==> src/rtl/nextkb_pkg.sv <==
// NeXT keyboard/mouse link, device side: shared timing defaults,
// FSM encoding, host frame patterns and response frame layout.
package nextkb_pkg;

  localparam int BIT_CLKS_D  = 265;
  localparam int HALF_CLKS_D = 132;
  localparam int RESP_GAP_D  = 3;

  typedef enum logic [2:0] {
    S_IDLE,
    S_RX_START,
    S_RX_BITS,
    S_RX_RST,
    S_GAP,
    S_TX,
    S_WAIT_IDLE
  } state_t;

  // Host frames, slot 1 in the MSB
  localparam logic [6:0]  QUERY_KBD  = 7'b0000100;
  localparam logic [6:0]  QUERY_MS   = 7'b1000100;
  localparam logic [6:0]  RESET_HEAD = 7'b1111011;
  localparam logic [19:0] RESET_PAT  = 20'b11110111111000000000;

  // Response frames, slot 0 in the LSB
  localparam logic [20:0] READY_FRAME = 21'h100600;
  localparam logic [2:0]  DATA_MARK   = 3'b010;
  localparam logic        DATA_END    = 1'b0;

  function automatic logic [20:0] data_frame(input logic [15:0] d);
    return {DATA_END, d[15:8], DATA_MARK, d[7:0], 1'b0};
  endfunction

endpackage

==> src/rtl/nextkb_if.sv <==
// Key/mouse event sources feeding the NeXT device emulator.
// master = event source, slave = device.
interface nextkb_if;
  logic        kbd_valid;
  logic [15:0] kbd_data;
  logic        kbd_ready;
  logic        ms_valid;
  logic [15:0] ms_data;
  logic        ms_ready;

  modport master (
    output kbd_valid, kbd_data, ms_valid, ms_data,
    input  kbd_ready, ms_ready
  );

  modport slave (
    input  kbd_valid, kbd_data, ms_valid, ms_data,
    output kbd_ready, ms_ready
  );
endinterface

==> src/rtl/nextkb_frame_tx.sv <==
// 21-slot response serialiser: slot 0 first, one slot per BIT_CLKS,
// line returns high and done pulses when slot 20 ends.
module nextkb_frame_tx
  import nextkb_pkg::*;
#(
  parameter int BIT_CLKS = BIT_CLKS_D
) (
  input  logic        clk,
  input  logic        rst_n,
  input  logic        load,
  input  logic [20:0] frame,
  output logic        busy,
  output logic        done,
  output logic        line
);

  localparam logic [15:0] BIT_M1 = 16'(BIT_CLKS - 1);

  logic [19:0] sh;
  logic [4:0]  slot;
  logic [15:0] tim;

  always_ff @(posedge clk or negedge rst_n) begin
    if (!rst_n) begin
      line <= 1'b1;
      busy <= 1'b0;
      done <= 1'b0;
      sh   <= '0;
      slot <= '0;
      tim  <= '0;
    end else begin
      done <= 1'b0;
      if (load) begin
        line <= frame[0];
        sh   <= frame[20:1];
        slot <= '0;
        tim  <= '0;
        busy <= 1'b1;
      end else if (busy) begin
        if (tim == BIT_M1) begin
          tim <= '0;
          if (slot == 5'd20) begin
            busy <= 1'b0;
            done <= 1'b1;
            line <= 1'b1;
          end else begin
            line <= sh[0];
            sh   <= sh >> 1;
            slot <= slot + 1'b1;
          end
        end else begin
          tim <= tim + 1'b1;
        end
      end
    end
  end

endmodule

==> src/rtl/nextkb_device.sv <==
// NeXT keyboard/mouse device end: decodes host frames, answers queries.
// NEXTKB_MOUSE_EN enables the mouse event buffer.
module nextkb_device
  import nextkb_pkg::*;
#(
  parameter int BIT_CLKS  = BIT_CLKS_D,
  parameter int HALF_CLKS = HALF_CLKS_D,
  parameter int RESP_GAP  = RESP_GAP_D
) (
  input  logic     clk,
  input  logic     rst_n,
  input  logic     from_host,
  output logic     to_host,
  output logic     initialized,
  nextkb_if.slave  ev
);

  localparam logic [15:0] BIT_M1  = 16'(BIT_CLKS - 1);
  localparam logic [15:0] HALF_M1 = 16'(HALF_CLKS - 1);
  localparam logic [15:0] GAP_M1  =
    16'(HALF_CLKS + RESP_GAP * BIT_CLKS - 1);

  state_t      state;
  logic [15:0] cnt;
  logic [4:0]  nbit;
  logic [19:0] rx;
  logic [19:0] rx_nxt;
  logic        fh_m, fh_s;
  logic        is_ms;
  logic        gap_end;
  logic        tx_load, tx_busy, tx_done;
  logic [20:0] tx_frame;
  logic        kbd_full, tx_kbd;
  logic [15:0] kbd_buf;
  logic        ms_full;
  logic [15:0] ms_buf;

  assign rx_nxt  = {rx[18:0], fh_s};
  assign gap_end = (state == S_GAP) && (cnt == GAP_M1);
  assign tx_load = gap_end && initialized && !tx_busy;

  always_comb begin
    tx_frame = READY_FRAME;
    unique case (1'b1)
      is_ms && ms_full:   tx_frame = data_frame(ms_buf);
      !is_ms && kbd_full: tx_frame = data_frame(kbd_buf);
      default: ;
    endcase
  end

  always_ff @(posedge clk or negedge rst_n) begin
    if (!rst_n) begin
      fh_m        <= 1'b1;
      fh_s        <= 1'b1;
      state       <= S_IDLE;
      cnt         <= '0;
      nbit        <= '0;
      rx          <= '0;
      is_ms       <= 1'b0;
      initialized <= 1'b0;
    end else begin
      fh_m <= from_host;
      fh_s <= fh_m;
      unique case (state)
        S_IDLE: begin
          if (!fh_s) begin
            state <= S_RX_START;
            cnt   <= '0;
          end
        end
        S_RX_START: begin
          if (cnt == HALF_M1) begin
            cnt   <= '0;
            nbit  <= '0;
            state <= fh_s ? S_IDLE : S_RX_BITS;
          end else begin
            cnt <= cnt + 1'b1;
          end
        end
        S_RX_BITS, S_RX_RST: begin
          if (cnt == BIT_M1) begin
            cnt  <= '0;
            rx   <= rx_nxt;
            nbit <= nbit + 1'b1;
            if (state == S_RX_BITS && nbit == 5'd6) begin
              is_ms <= rx_nxt[6];
              if (rx_nxt[6:0] == QUERY_KBD || rx_nxt[6:0] == QUERY_MS)
                state <= S_GAP;
              else if (rx_nxt[6:0] == RESET_HEAD)
                state <= S_RX_RST;
              else
                state <= S_WAIT_IDLE;
            end else if (state == S_RX_RST && nbit == 5'd19) begin
              if (rx_nxt == RESET_PAT) initialized <= 1'b1;
              state <= S_WAIT_IDLE;
            end
          end else begin
            cnt <= cnt + 1'b1;
          end
        end
        S_GAP: begin
          if (cnt == GAP_M1) begin
            cnt   <= '0;
            state <= initialized ? S_TX : S_WAIT_IDLE;
          end else begin
            cnt <= cnt + 1'b1;
          end
        end
        S_TX: begin
          if (tx_done) begin
            cnt   <= '0;
            state <= S_WAIT_IDLE;
          end
        end
        S_WAIT_IDLE: begin
          if (!fh_s) begin
            cnt <= '0;
          end else if (cnt == BIT_M1) begin
            cnt   <= '0;
            state <= S_IDLE;
          end else begin
            cnt <= cnt + 1'b1;
          end
        end
        default: state <= S_IDLE;
      endcase
    end
  end

  // Freeing only the buffer that was actually sent keeps mid-TX events
  always_ff @(posedge clk or negedge rst_n) begin
    if (!rst_n) begin
      kbd_full <= 1'b0;
      kbd_buf  <= '0;
      tx_kbd   <= 1'b0;
    end else begin
      if (gap_end) tx_kbd <= initialized & ~is_ms & kbd_full;
      if (tx_done && tx_kbd) kbd_full <= 1'b0;
      if (ev.kbd_valid && !kbd_full) begin
        kbd_full <= 1'b1;
        kbd_buf  <= ev.kbd_data;
      end
    end
  end

  assign ev.kbd_ready = ~kbd_full;

`ifdef NEXTKB_MOUSE_EN
  logic tx_ms;

  always_ff @(posedge clk or negedge rst_n) begin
    if (!rst_n) begin
      ms_full <= 1'b0;
      ms_buf  <= '0;
      tx_ms   <= 1'b0;
    end else begin
      if (gap_end) tx_ms <= initialized & is_ms & ms_full;
      if (tx_done && tx_ms) ms_full <= 1'b0;
      if (ev.ms_valid && !ms_full) begin
        ms_full <= 1'b1;
        ms_buf  <= ev.ms_data;
      end
    end
  end

  assign ev.ms_ready = ~ms_full;
`else
  logic ms_unused;

  assign ms_full     = 1'b0;
  assign ms_buf      = '0;
  assign ev.ms_ready = 1'b0;
  assign ms_unused   = ^{ev.ms_valid, ev.ms_data};
`endif

  nextkb_frame_tx #(
    .BIT_CLKS (BIT_CLKS)
  ) u_tx (
    .clk   (clk),
    .rst_n (rst_n),
    .load  (tx_load),
    .frame (tx_frame),
    .busy  (tx_busy),
    .done  (tx_done),
    .line  (to_host)
  );

endmodule

==> src/flat_wrapper.sv <==
// flat-port wrapper written by rule: the top's interface ports become plain ports
module nextkb_device_flat import nextkb_pkg::*;
#(
  parameter int BIT_CLKS  = BIT_CLKS_D,
  parameter int HALF_CLKS = HALF_CLKS_D,
  parameter int RESP_GAP  = RESP_GAP_D
)
  (clk, rst_n, from_host, to_host, initialized, ev_kbd_valid, ev_kbd_data, ev_ms_valid, ev_ms_data, ev_kbd_ready, ev_ms_ready);
  nextkb_if ev_i ();
  input  logic clk;
  input  logic rst_n;
  input  logic from_host;
  output logic to_host;
  output logic initialized;
  input wire logic [$bits(ev_i.kbd_valid)-1:0] ev_kbd_valid;
  input wire logic [$bits(ev_i.kbd_data)-1:0] ev_kbd_data;
  input wire logic [$bits(ev_i.ms_valid)-1:0] ev_ms_valid;
  input wire logic [$bits(ev_i.ms_data)-1:0] ev_ms_data;
  output wire logic [$bits(ev_i.kbd_ready)-1:0] ev_kbd_ready;
  output wire logic [$bits(ev_i.ms_ready)-1:0] ev_ms_ready;
  assign ev_i.kbd_valid = ev_kbd_valid;
  assign ev_i.kbd_data = ev_kbd_data;
  assign ev_i.ms_valid = ev_ms_valid;
  assign ev_i.ms_data = ev_ms_data;
  assign ev_kbd_ready = ev_i.kbd_ready;
  assign ev_ms_ready = ev_i.ms_ready;
  nextkb_device #(.BIT_CLKS(BIT_CLKS), .HALF_CLKS(HALF_CLKS), .RESP_GAP(RESP_GAP)) u_core (.clk(clk), .rst_n(rst_n), .from_host(from_host), .to_host(to_host), .initialized(initialized), .ev(ev_i));
endmodule
==> config.mk <==
export PLATFORM = sky130hd
export DESIGN_NAME = nextkb_device_flat
export DESIGN_NICKNAME = d
export VERILOG_FILES = /design/src/rtl/nextkb_pkg.sv /design/src/rtl/nextkb_if.sv /design/src/rtl/nextkb_frame_tx.sv /design/src/rtl/nextkb_device.sv /design/src/flat_wrapper.sv
export SDC_FILE = /design/constraint.sdc
export NUM_CORES = 1
export LEC_CHECK = 0
export ABC_AREA = 1
export CORE_MARGIN = 2
export CORE_UTILIZATION = 50
export DETAILED_ROUTE_END_ITERATION = 8
export PLACE_DENSITY = 0.69
export SYNTH_ARGS = -nofsm -noshare
export SYNTH_HDL_FRONTEND = slang
export SYNTH_SLANG_ARGS = --single-unit
==> constraint.sdc <==
create_clock -name clk -period 4.5 [get_ports clk]
set_input_delay 0.675 -clock clk [delete_from_list [all_inputs] [get_ports clk]]
set_output_delay 0.675 -clock clk [all_outputs]
set_load 0.01 [all_outputs]
; After elaboration in Yosys (flattened, before gate mapping)
; Index checks and enable logic that the tools add are counted.
[word_totals]
regBits = 109
out_inout_bits = 4
word_cells = 129
[classes]
n_addsub = 4
n_eq_ne = 26
mux = 50
bitwise = 5
n_reduce_logical = 27
[ops]
columns = op, count
row1 = 2-to-1 mux 16 bit, 9
row2 = case mux 16 bit (6 select lines), 1
row3 = 2-to-1 mux 20 bit, 4
row4 = 2-to-1 mux 3 bit, 11
row5 = "adder 16 x 1 -> 16 bit, second input constant", 2
row6 = "equality test 16 x 9 -> 1 bit, second input constant", 2
row7 = 2-to-1 mux 5 bit, 6
row8 = 2-to-1 mux 21 bit, 1
row9 = "equality test 20 bit, second input constant", 1
row10 = case mux 3 bit (6 select lines), 1
row11 = "equality test 16 x 10 -> 1 bit, second input constant", 1
row12 = "equality test 16 x 8 -> 1 bit, second input constant", 1
row13 = "equality test 7 bit, second input constant", 2
row14 = 2-to-1 mux 1 bit, 14
row15 = AND reduction 3 bit, 4
row16 = "adder 5 x 1 -> 5 bit, second input constant", 2
row17 = "equality test 5 bit, second input constant", 2
row18 = "!= test 2 x 1 -> 1 bit, second input constant", 5
row19 = case mux 5 bit (2 select lines), 1
row20 = "equality test 3 bit, second input constant", 3
row21 = logical AND 1 bit, 8
row22 = AND reduction 8 bit, 1
row23 = nonzero test 2 bit, 4
row24 = "equality test 7 x 3 -> 1 bit, second input constant", 1
row25 = 15 further kinds, 25

; Longest topological paths before layout
[depth]
depth_word = 6
depth_mapped = 12
mapped_depth_nobuf = 12

; Cells and area by module
; From an unflattened synthesis, not the netlist that was laid out.
[hier_totals]
cells_unflattened = 829
hier_area_um2 = 6217.2
[modules_own_cells]
columns = module, instances, cells_per_inst, area_per_inst_um2, seq_area_each_um2
row1 = nextkb_device, 1, 472, 3518.4, 1629.1
row2 = nextkb_frame_tx, 1, 357, 2698.8, 1102.3

; Worst setup path after synthesis
; OpenSTA, ideal clock, no wires.
[synth_path]
kind = reg2reg
startpoint = register u_core.cnt[0]
endpoint = register u_core.u_tx.sh[9]
setup_time_ns = 0.123
arrival_ns = 1.591
required_ns = 4.377
slack_ns = 2.786
stages_incl_launch_ff = 13
cell_sequence = dfrtp_1 -> inv_1 -> ha_1 -> nand2_1 -> nor2_2 -> nand3_4 -> nor2_8 -> nand3_4 -> nand2_4 -> inv_2 -> buf_6 -> nand2_1 -> nand2_1
[synth_between]
elab_chain_cells = 6
word_cells_on_any_way = 9
[synth_rtl]
columns = element, line
row1 = start: declaration, nextkb_device.sv:24  ; logic [15:0] cnt;
row2 = start signal: assignment, nextkb_device.sv:77  ; cnt <= cnt + 1'b1;
row3 = start signal: assignment, nextkb_device.sv:98  ; cnt <= cnt + 1'b1;
row4 = start signal: assignment, nextkb_device.sv:106  ; cnt <= cnt + 1'b1;
row5 = equality test 16 x 10 -> 1 bit (*), nextkb_device.sv:39  ; assign gap_end = (state == S_GAP) && (cnt == GAP_M1);
row6 = logical AND 1 bit (*), nextkb_device.sv:39
row7 = logical AND 1 bit (*) (2 in a row), nextkb_device.sv:40  ; assign tx_load = gap_end && initialized && !tx_busy;
row8 = != test 2 x 1 -> 1 bit (no line) or nonzero test 2 bit (tied branches), --
row9 = AND reduction 3 bit (no line), --
row10 = end signal: assignment, nextkb_frame_tx.sv:35  ; sh <= frame[20:1];
row11 = end signal: assignment, nextkb_frame_tx.sv:48  ; sh <= sh >> 1;
row12 = end: declaration, nextkb_frame_tx.sv:19  ; logic [19:0] sh;
; Mark *: on every way between the ends. The rest lies on a longest branch, timed or not.
; A chain may end at the register's enable or synchronous reset.

; Worst setup path in the final report
[layout_path]
startpoint = register u_core.cnt[0]
endpoint = register u_core.u_tx.sh[6]
; The elaborated chain is that of the path after synthesis.

==> run metrics <==
largest stage delay on the critical path=0.44 ns; share of final-layout standard cells stronger than drive strength 1=4.872%; Crit Path Category=register to register; final core utilization=56.23%; total setup buffers inserted after CTS=0; cts bufs inserted=9; complex-gate fraction of the synthesized area=6.688%; pin count of the biggest net entering global routing=46; first-pass GRT wire length=24,170 um; Total Routing Usage GR=22.60%; synthesized-area fraction occupied by and/or/nand/nor cells=36.02%; number of global-route vias before repair=5,288; net count of the mapped netlist=898; Post-Route WL=13,990 um; number of clock sinks seen by CTS=109; number of antenna violations at the first check in global routing=0; initial cell density of the core=51.40%; final hold violation count=0; most prevalent standard cell on the critical path=sky130_fd_sc_hd__nand2_1; area growth from synthesis to final layout=9.404%; top achievable clock speed=384.7 MHz; post-synthesis share of cell area spent on xor and xnor gates=2.270%; remaining design rule violation count=0; sequential element share of the synthesized area=44.24%; required time of the critical path=4.75 ns; horizontal die dimension=115.1 um; global placer's final weighted congestion=0.9247; number of primary I/O pins=41; total inserted antenna cells=0; beginning of the worst register-to-register path=u_core.cnt[0]; critical path fanouts, max=24; core region area=12,010 um2; cell count of the worst reg-to-reg path=11; post-DP HPWL=9736 um; vias after detailed routing=5,421; Gates resized, CTS repair=0; average via count per standard cell=5.373; Hold Crit Class=input port to asynchronous set/reset pin; clock input transition at the sequential cells of the worst setup and hold paths=0.07 ns; total grt overflow=0; shortest period the worst path allows=2.600 ns; arrival time of data at the critical path endpoint=2.85 ns; number of max-cap violations=0; count of flip-flops with a built-in enable after synthesis=0; IR drop worst, VDD=0.2282 mV; dominant register cell in the synthesized netlist=sky130_fd_sc_hd__dfrtp_1; Std-Cell Rows=40; leakage=3.354 nW; count of H-tree levels built during CTS=3; asr flop ratio synth=100.0%; later-pin clock latency in the skew report=0.36 ns; Post-Synthesis Mean Instance Area=7.246 um2; total number of nets in the final design=903; final worst path period share=57.77%; number of distinct library cells after synthesis=35; clock tree from TritonCTS=built; power density normalized to cell area=280.5 nW/um2; category of the worst setup path launch point=register; count of nets left with antenna violations after detail routing=0; count of synthesis-stage warnings from yosys=0; dominant combinational cell family by area after synthesis=simple AND/OR/NAND/NOR gates; fillers=1,137; worst-margin pin slew=1.248 ns; Cell Area, Synth=6173 um2; Vert. Die Dim=115.1 um; average wire per standard cell=13.87 um; Root Buffer Master=sky130_fd_sc_hd__clkbuf_16; unrepaired setup endpoints after global routing=no; outcome=finished clean; Finish-stage setup viols=0; sum of negative setup slack=0 ns; full die area=13,250 um2; cts-stage hold buffer count=0; count of buffers inserted at the top-level ports=22; worst setup path startpoint=u_core.cnt[0]; buffer depth of the longest clock path=2; flop and latch count out of synthesis=109; relative slew slack=16.63%; Syn Inst Count=852; drt initial violations=414; worst setup skew after layout=0.009302 ns; synthesized-area fraction occupied by adder cells=1.824%; kind of end point of the critical path=register; Initial DRT Pass Iterations=6; number of max-slew violations in the final report=0; sequence of cells on the critical path=inv_1, ha_1, nand2_1, nor2_2, nand3_4, nor2_8, nand3_4, nand2_4, inv_2, nand2_1, nand2_1; slowest library cell on the worst path=sky130_fd_sc_hd__dfrtp_1; portion of netlist area occupied by mux cells=0%
-- layout by cell type (no fill, tap or decap), types with 4 or more instances in the layout --
cell type,n
sky130_fd_sc_hd__clkbuf_16,9
sky130_fd_sc_hd__nand2_1,273
sky130_fd_sc_hd__a21oi_1,19
sky130_fd_sc_hd__o211ai_1,5
sky130_fd_sc_hd__o21ai_0,45
sky130_fd_sc_hd__nand2_2,5
sky130_fd_sc_hd__o22ai_1,4
sky130_fd_sc_hd__nand3_1,59
sky130_fd_sc_hd__buf_4,4
sky130_fd_sc_hd__inv_2,4
sky130_fd_sc_hd__nor2_1,95
sky130_fd_sc_hd__dfrtp_1,106
sky130_fd_sc_hd__nor3_1,5
sky130_fd_sc_hd__clkdlybuf4s50_1,21
sky130_fd_sc_hd__nor2_2,4
sky130_fd_sc_hd__xor2_1,15
sky130_fd_sc_hd__ha_1,9
sky130_fd_sc_hd__inv_1,98
sky130_fd_sc_hd__nand4_1,50
-- area by class of cell --
cell class,instances,area (um2),area share (%)
Clock inverter,3,68.82,1.019
Timing Repair Buffer,25,240.2,3.557
Inverter,103,386.6,5.724
Tap cell,147,183.9,2.723
Sequential cell,109,2731,40.44
Clock buffer,13,250.2,3.705
Multi-Input combinational cell,609,2893,42.83
-- report_power, final --
part	total (mW)	leakage (nW)	switching [mW]	internal, mW
clock	0.873	0.154	0.366	0.507
combinational	0.0384	1.79	0.0225	0.0160
sequential	0.984	1.41	0.00296	0.981
total	1.89	3.35	0.391	1.50
-- state kept, by name, indices dropped and copies added, names as in the netlist --
name,flops
u_core.tx_kbd,1
u_core.nbit,5
u_core.kbd_buf,16
u_core.kbd_full,1
u_core.u_tx.done,1
u_core.u_tx.slot,5
u_core.initialized,1
u_core.fh_s,1
u_core.u_tx.sh,20
u_core.cnt,16
u_core.u_tx.busy,1
u_core.state,3
u_core.fh_m,1
u_core.u_tx.line,1
u_core.is_ms,1
u_core.u_tx.tim,16
u_core.rx,19
-- per-layer routing --
layer | vias to the layer above | GRT usage, % | wire length (um)
li1 | 2720 | - | -
met4 | 0 | 5.542 | 162
met2 | 97 | 39.88 | 7080
met3 | 19 | 4.692 | 490
met5 | - | 0 | 0
met1 | 2585 | 28.49 | 6258
-- kinds of logic (layout without fill, tap and decap cells) --
kind of cell / Yosys count / after routing
compound gates: 78 / 78
fa+ha+maj: 9 / 9
other cells: 1 / 1
xor+xnor: 16 / 16
buf+inv: 134 / 144
flops: 109 / 109
simple gates: 505 / 505
-- critical path, delay by kind of cell, from the launching register on --
| family | cells | cell delay, ns |
|---|---|---|
| flops | 1 | 0.44 |
| fa+ha+maj | 1 | 0.20 |
| simple gates | 8 | 1.45 |
| buf+inv | 2 | 0.38 |
-- Yosys cell counts (all sizes together), types with 2 or more instances --
library cell	instances	share of area, %
a21oi	19	1.5
o211ai	5	0.61
o22ai	4	0.41
nand3b	2	0.24
nor4	3	0.30
clkbuf	11	0.67
dfrtp	106	43
ha	9	1.8
inv	102	6.2
nand2	279	17
dfstp	3	1.3
nand3	61	5.4
nand4	51	5.3
buf	20	2.0
o21ai	48	3.9
nor2	103	7.1
o21bai	2	0.24
xor2	15	2.1
nor3	5	0.41
-- stage by stage --
step	cell area, um2	setup slack, ns	hold WS (ns)	power [mW]	cells
2_1_floorplan	6173	2.786	0.3452	1.004	852
3_3_place_gp	6435	1.967	0.3457	1.042	993
3_5_place_dp	6435	1.889	0.3476	1.042	993
4_1_cts	6754	1.869	0.3437	1.914	1009
5_1_grt	6754	1.629	0.3606	1.955	1009
6_report	6754	1.900	0.3258	1.895	1009
-- final timing paths --
path                                     end  slack [ns]
setup / recovery           u_core.u_tx.sh[6]        1.90
max in group asynchronous   u_core.u_tx.line        3.29
setup reg to reg           u_core.u_tx.sh[6]        1.90
hold reg to reg                  u_core.fh_s        0.36
min in group clk                 u_core.fh_s        0.36
hold / removal                 u_core.rx[17]        0.33
(Power assumes the default switching activity.)
